--- src/rtl/axis_sample_pacer_if.sv ---
// AXI-Stream beat bundle (tdata/tvalid/tready) shared by the pacer's input and output sides.
interface axis_sample_pacer_if #(
  parameter int DATA_WIDTH = 16
);
  logic [DATA_WIDTH-1:0] tdata;
  logic                  tvalid;
  logic                  tready;

  modport master (output tdata, output tvalid, input tready);
  modport slave  (input tdata, input tvalid, output tready);
endinterface

--- src/rtl/axis_sample_pacer.sv ---
// Rate-paced AXI-Stream sample source: FIFO-buffered upstream samples released one per
// sample period, with saturating counters for underruns and late ticks.
module axis_sample_pacer #(
  parameter int DATA_WIDTH = 16,
  parameter int CLK_DIV    = 100000,
  parameter int FIFO_DEPTH = 16,
  parameter int ZERO_FILL  = 1,
  parameter int CNT_WIDTH  = 16
) (
  input  logic                          clk,
  input  logic                          rst_n,
  input  logic                          enable,
  axis_sample_pacer_if.slave            s_axis,
  axis_sample_pacer_if.master           m_axis,
  output logic [$clog2(FIFO_DEPTH):0]   fifo_level,
  output logic [CNT_WIDTH-1:0]          underrun_count,
  output logic [CNT_WIDTH-1:0]          late_count
);
  localparam int AW = $clog2(FIFO_DEPTH);
  localparam int LW = AW + 1;
  localparam int DW = $clog2(CLK_DIV);

  typedef enum logic [1:0] {IDLE, WAIT, SEND} state_t;

  state_t                state_q, state_d;
  logic [DW-1:0]         div_q, div_d;
  logic [AW-1:0]         wr_ptr_q, wr_ptr_d;
  logic [AW-1:0]         rd_ptr_q, rd_ptr_d;
  logic [LW-1:0]         level_q, level_d;
  logic                  tready_q, tready_d;
  logic [DATA_WIDTH-1:0] tdata_q, tdata_d;
  logic [CNT_WIDTH-1:0]  und_q, und_d;
  logic [CNT_WIDTH-1:0]  late_q, late_d;
  logic [DATA_WIDTH-1:0] mem_q [FIFO_DEPTH];

  logic push, pop, tick, und_inc, late_inc;

  assign push = s_axis.tvalid && tready_q;
  assign tick = enable && (div_q == DW'(CLK_DIV - 1));

  always_comb begin
    state_d  = state_q;
    tdata_d  = tdata_q;
    pop      = 1'b0;
    und_inc  = 1'b0;
    late_inc = 1'b0;
    case (state_q)
      IDLE: if (enable) state_d = WAIT;
      WAIT: begin
        if (!enable) begin
          state_d = IDLE;
        end else if (tick) begin
          if (level_q != '0) begin
            pop     = 1'b1;
            tdata_d = mem_q[rd_ptr_q];
            state_d = SEND;
          end else begin
            und_inc = 1'b1;
            if (ZERO_FILL != 0) begin
              tdata_d = '0;
              state_d = SEND;
            end
          end
        end
      end
      SEND: begin
        // A tick during a pending beat is dropped, even on the handshake cycle.
        late_inc = tick;
        if (m_axis.tready) state_d = enable ? WAIT : IDLE;
      end
      default: state_d = IDLE;
    endcase
  end

  always_comb begin
    div_d    = enable ? ((div_q == DW'(CLK_DIV - 1)) ? '0 : div_q + 1'b1) : '0;
    wr_ptr_d = push ? wr_ptr_q + 1'b1 : wr_ptr_q;
    rd_ptr_d = pop  ? rd_ptr_q + 1'b1 : rd_ptr_q;
    level_d  = level_q;
    case ({push, pop})
      2'b10:   level_d = level_q + 1'b1;
      2'b01:   level_d = level_q - 1'b1;
      default: level_d = level_q;
    endcase
    // Registered ready derived from the next level so it is exact without a comb path.
    tready_d = (level_d != LW'(FIFO_DEPTH));
    und_d    = (und_inc && (und_q != '1)) ? und_q + 1'b1 : und_q;
    late_d   = (late_inc && (late_q != '1)) ? late_q + 1'b1 : late_q;
  end

  always_ff @(posedge clk or negedge rst_n) begin
    if (!rst_n) begin
      state_q  <= IDLE;
      div_q    <= '0;
      wr_ptr_q <= '0;
      rd_ptr_q <= '0;
      level_q  <= '0;
      tready_q <= 1'b0;
      tdata_q  <= '0;
      und_q    <= '0;
      late_q   <= '0;
    end else begin
      state_q  <= state_d;
      div_q    <= div_d;
      wr_ptr_q <= wr_ptr_d;
      rd_ptr_q <= rd_ptr_d;
      level_q  <= level_d;
      tready_q <= tready_d;
      tdata_q  <= tdata_d;
      und_q    <= und_d;
      late_q   <= late_d;
    end
  end

  always_ff @(posedge clk) begin
    if (push) mem_q[wr_ptr_q] <= s_axis.tdata;
  end

  assign s_axis.tready  = tready_q;
  assign m_axis.tvalid  = (state_q == SEND);
  assign m_axis.tdata   = tdata_q;
  assign fifo_level     = level_q;
  assign underrun_count = und_q;
  assign late_count     = late_q;
endmodule
--- src/flat_wrapper.sv ---
// flat-port wrapper written by rule: the top's interface ports become plain ports
module axis_sample_pacer_flat 
#(
  parameter int DATA_WIDTH = 16,
  parameter int CLK_DIV    = 100000,
  parameter int FIFO_DEPTH = 16,
  parameter int ZERO_FILL  = 1,
  parameter int CNT_WIDTH  = 16
)
  (clk, rst_n, enable, fifo_level, underrun_count, late_count, s_axis_tdata, s_axis_tvalid, s_axis_tready, m_axis_tdata, m_axis_tvalid, m_axis_tready);
  axis_sample_pacer_if #(.DATA_WIDTH(DATA_WIDTH)) s_axis_i ();
  axis_sample_pacer_if #(.DATA_WIDTH(DATA_WIDTH)) m_axis_i ();
  input  logic clk;
  input  logic rst_n;
  input  logic enable;
  output logic [$clog2(FIFO_DEPTH):0] fifo_level;
  output logic [CNT_WIDTH-1:0] underrun_count;
  output logic [CNT_WIDTH-1:0] late_count;
  input wire logic [$bits(s_axis_i.tdata)-1:0] s_axis_tdata;
  input wire logic [$bits(s_axis_i.tvalid)-1:0] s_axis_tvalid;
  output wire logic [$bits(s_axis_i.tready)-1:0] s_axis_tready;
  output wire logic [$bits(m_axis_i.tdata)-1:0] m_axis_tdata;
  output wire logic [$bits(m_axis_i.tvalid)-1:0] m_axis_tvalid;
  input wire logic [$bits(m_axis_i.tready)-1:0] m_axis_tready;
  assign s_axis_i.tdata = s_axis_tdata;
  assign s_axis_i.tvalid = s_axis_tvalid;
  assign s_axis_tready = s_axis_i.tready;
  assign m_axis_tdata = m_axis_i.tdata;
  assign m_axis_tvalid = m_axis_i.tvalid;
  assign m_axis_i.tready = m_axis_tready;
  axis_sample_pacer #(.DATA_WIDTH(DATA_WIDTH), .CLK_DIV(CLK_DIV), .FIFO_DEPTH(FIFO_DEPTH), .ZERO_FILL(ZERO_FILL), .CNT_WIDTH(CNT_WIDTH)) u_core (.clk(clk), .rst_n(rst_n), .enable(enable), .s_axis(s_axis_i), .m_axis(m_axis_i), .fifo_level(fifo_level), .underrun_count(underrun_count), .late_count(late_count));
endmodule
--- config.mk ---
export PLATFORM = sky130hd
export DESIGN_NAME = axis_sample_pacer_flat
export DESIGN_NICKNAME = d
export VERILOG_FILES = /design/src/rtl/axis_sample_pacer_if.sv /design/src/rtl/axis_sample_pacer.sv /design/src/flat_wrapper.sv
export SDC_FILE = /design/constraint.sdc
export NUM_CORES = 1
export LEC_CHECK = 0
export BUFFER_PORTS_ARGS = -buffer_cell sky130_fd_sc_hd__buf_2
export CAP_MARGIN = 5
export CORE_UTILIZATION = 45
export CTS_CLUSTER_SIZE = 14
export DETAILED_ROUTE_END_ITERATION = 12
export PLACE_DENSITY = 0.7
export SLEW_MARGIN = 20
export SYNTH_ARGS = -nofsm -noshare
export SYNTH_HDL_FRONTEND = slang
export SYNTH_SLANG_ARGS = --single-unit
--- constraint.sdc ---
create_clock -name clk -period 3.5 [get_ports clk]
set_input_delay 0.35 -clock clk [delete_from_list [all_inputs] [get_ports clk]]
set_output_delay 0.35 -clock clk [all_outputs]
set_load 0.05 [all_outputs]
==> impl_metrics.env <==
export IMPL_status="complete, no violations"
export IMPL_yosys_warnings=0
export IMPL_finalNetCount=879
export IMPL_syn_cell_area_sq_um=13490
export IMPL_cts_max_level=2
export IMPL_vias=6971
export IMPL_synth_seq_cells=337
export IMPL_p_total_mw=9.503
export IMPL_timing_slew_headroom_pct=22.53
export IMPL_synth_top_area_cell="edfxtp_1"
export IMPL_portBuffers=75
export IMPL_synth_edff_count=256
export IMPL_hold_class="input pin to register"
export IMPL_clk_path_buf_depth=3
export IMPL_path_cells="ha_1 > and4_4 > nand4_1 > or4b_1 > xnor2_1 > ha_1 > o41ai_1 > mux2i_1 > nor4_2 > xor2_1 > nand4bb_1"
export IMPL_rows=63
export IMPL_worstSetupPathType="register to register"
export IMPL_start_kind="register"
export IMPL_stdcell_count=1264
export IMPL_post_synth_top_count_cell="edfxtp_1"
export IMPL_tightestPinTransition_ns=1.162
export IMPL_period_share_pct=91.32
export IMPL_placedCellCount=1200
export IMPL_dieHeight_um=175.1
export IMPL_grt_usage_pct=18.44
export IMPL_hold_violations=0
export IMPL_setup_tns_ns=0
export IMPL_synthDistinctLibCells=47
export IMPL_timing_fmax_mhz=312.9
export IMPL_cap_violations=0
export IMPL_crit_top_cell="ha_1"
export IMPL_grt_max_degree=68
export IMPL_cts_buffers=35
export IMPL_slew_violations=0
export IMPL_syn2layout_area_growth_pct=16.35
export IMPL_drt_wl_total_um=27570
export IMPL_synth_area_top_cells="edfxtp_1 57%, dfrtp_1 15%, mux4_2 13%"
export IMPL_final_layout_size_suffix_gt1_share_pct=30.21
export IMPL_vias_per_cell=5.515
export IMPL_syn_num_nets=770
export IMPL_synth_top_area_share_pct=56.99
export IMPL_reg2reg_setup_slack_ns=0.30
export IMPL_die_w_um=175.1
export IMPL_gpl_final_weighted_congestion=0.8473
export IMPL_cp_max_fo=5
export IMPL_die_area_sq_um=30670
export IMPL_synthTopCellsByCount="256 x edfxtp_1, 81 x dfrtp_1, 80 x mux4_2"
export IMPL_power_density_nw_per_um2=605.5
export IMPL_async_flop_share_pct=24.04
export IMPL_ff_latch_area_sq_um=9719
export IMPL_grt_pass1_wl_um=42250
export IMPL_core_area_sq_um=29560
export IMPL_slowest_stage="or4b_1"
export IMPL_synthCells=739
export IMPL_clock_skew_ns=0.01523
export IMPL_drt_initial_drc_count=462
export IMPL_cts_tree="yes"
export IMPL_p_leak_nw=5.644
export IMPL_synth_avg_cell_area_sq_um=18.25
export IMPL_multi_input_area_sq_um=3652
export IMPL_clkSlewWorstSetupHoldPaths_ns=0.06
export IMPL_wl_per_cell_um=21.81
export IMPL_overflow=0
export IMPL_synth_top_flop_cell="edfxtp_1"
export IMPL_grt_pass1_vias=7106
export IMPL_seq_area_frac_synth_pct=72.02
export IMPL_setup_viol=0
export IMPL_clock_sinks=337
export IMPL_max_stage_delay_ns=0.68
export IMPL_ir_worst_vdd_mv=0.3165
export IMPL_start_util_pct=45.63
export IMPL_root_buffer="clkbuf_16"
export IMPL_antenna_found_initial=2
export IMPL_period_needed_ns=3.196
export IMPL_cp_data_required_time_ns=3.88
export IMPL_clk_latency_ns=0.52
export IMPL_drc_errors=0
export IMPL_ant_nets=0
export IMPL_critPathTopFamily="simple AND/OR/NAND/NOR gates"
export IMPL_post_cts_resized=0
export IMPL_path_buf_inv=0
export IMPL_endpoint_kind="register"
export IMPL_io_pin_count=76
export IMPL_fillers=2305
export IMPL_diodes=0
export IMPL_cp_arrival_ns=3.57
export IMPL_rsz0062_at_grt="no"
export IMPL_drt_pass1_iterations=6
export IMPL_dpl_hpwl_um=16400
[kinds of logic after synthesis]
| kind of cell | after synthesis | synth area share, % |
|---|---|---|
| AND/OR/NAND/NOR | 187 | 7.180 |
| adder cells (fa/ha/maj) | 10 | 0.9276 |
| flip-flops | 337 | 72.02 |
| multiplexers | 86 | 13.85 |
| XOR/XNOR | 57 | 3.701 |
| buffers and inverters | 43 | 1.317 |
| AO/OA/AOI/OAI | 19 | 1.002 |
[layer usage]
metal / vias up / track usage [%] / routed length, um
li1: 3095 / - / -
met1: 3583 / 25.03 / 11600
met3: 53 / 3.525 / 1619
met2: 238 / 30.36 / 13730
met5: - / 0 / 11
met4: 2 / 5.435 / 607
[metrics by stage]
| step | hold WS [ns] | utilization, % | setup slack, ns | area (sq um) |
|---|---|---|---|---|
| after CTS | 0.03205 | 53.09 | 0.2786 | 15690 |
| after floorplan | 0.05441 | - | 0.3703 | 13490 |
| after global routing | 0.04738 | 53.09 | 0.01055 | 15690 |
| after detailed placement | 0.4535 | 49.09 | 0.2752 | 14510 |
| after global placement | 0.4475 | 49.09 | 0.3906 | 14510 |
| final | 0.04672 | 53.09 | 0.3040 | 15690 |
[cell type report]
type,count,share of cell area (%)
inverter,12,0.2870
clock buffer,50,6.330
sequential,337,61.93
clock inverter,13,1.148
timing repair buffer,103,3.923
multi-input combinational,359,23.27
tap,390,3.109
[registers in the layout, indices dropped and copies added (netlist names), 4 cells and up]
signal,flops
u_core.div_q,17
u_core.fifo_level,5
u_core.late_count,16
u_core.m_axis.tdata,16
u_core.mem_q,256
u_core.rd_ptr_q,4
u_core.underrun_count,16
u_core.wr_ptr_q,4
[where the power goes]
group / internal, mW / total (mW) / switching, mW / leakage [nW]
Clock: 2.28 / 3.75 / 1.47 / 0.571
Combinational: 0.283 / 0.911 / 0.627 / 1.66
Sequential: 4.67 / 4.84 / 0.168 / 3.41
Total: 7.24 / 9.50 / 2.27 / 5.64
[final timing paths]
kind,startpoint,to,cells past startpoint
worst max-delay path,u_core.div_q[0],u_core.s_axis.tready,11
worst min-delay path,m_axis_tready,u_core.state_q[1],2
worst max register to register,u_core.div_q[0],u_core.s_axis.tready,11
worst min register to register,u_core.m_axis.tdata[4],u_core.m_axis.tdata[4],2
max in group asynchronous,rst_n,u_core.m_axis.tdata[10],3
min in group asynchronous,rst_n,u_core.fifo_level[2],2
[cells in the final DEF (no fill, tap or decap), types with 2 or more instances in the layout]
master,n
inv_1,12
or3_1,3
nor2_2,12
edfxtp_1,256
and2_1,2
clkinv_1,2
buf_12,2
bufinv_16,4
a21oi_1,3
nand4bb_1,2
mux2_2,4
nand4_1,15
clkbuf_1,10
nand2_1,59
nor2_1,27
ha_1,10
clkinv_2,4
clkbuf_16,36
buf_2,74
clkbuf_8,4
nand4b_1,2
nor4_2,3
xnor2_1,36
and3_1,9
nand2b_1,5
mux4_2,80
nor3_1,3
xor2_1,21
dfrtp_1,79
o21ai_0,8
nor2b_1,2
nor3_2,5
nand3_1,24
and4_1,6
buf_4,26
[repair_timing]
item                      CTS  global route
hold endpoints to repair   64             0
setup buffers               0             0
hold buffers                1             0
No activity file was read; power rests on OpenSTA's default activity.
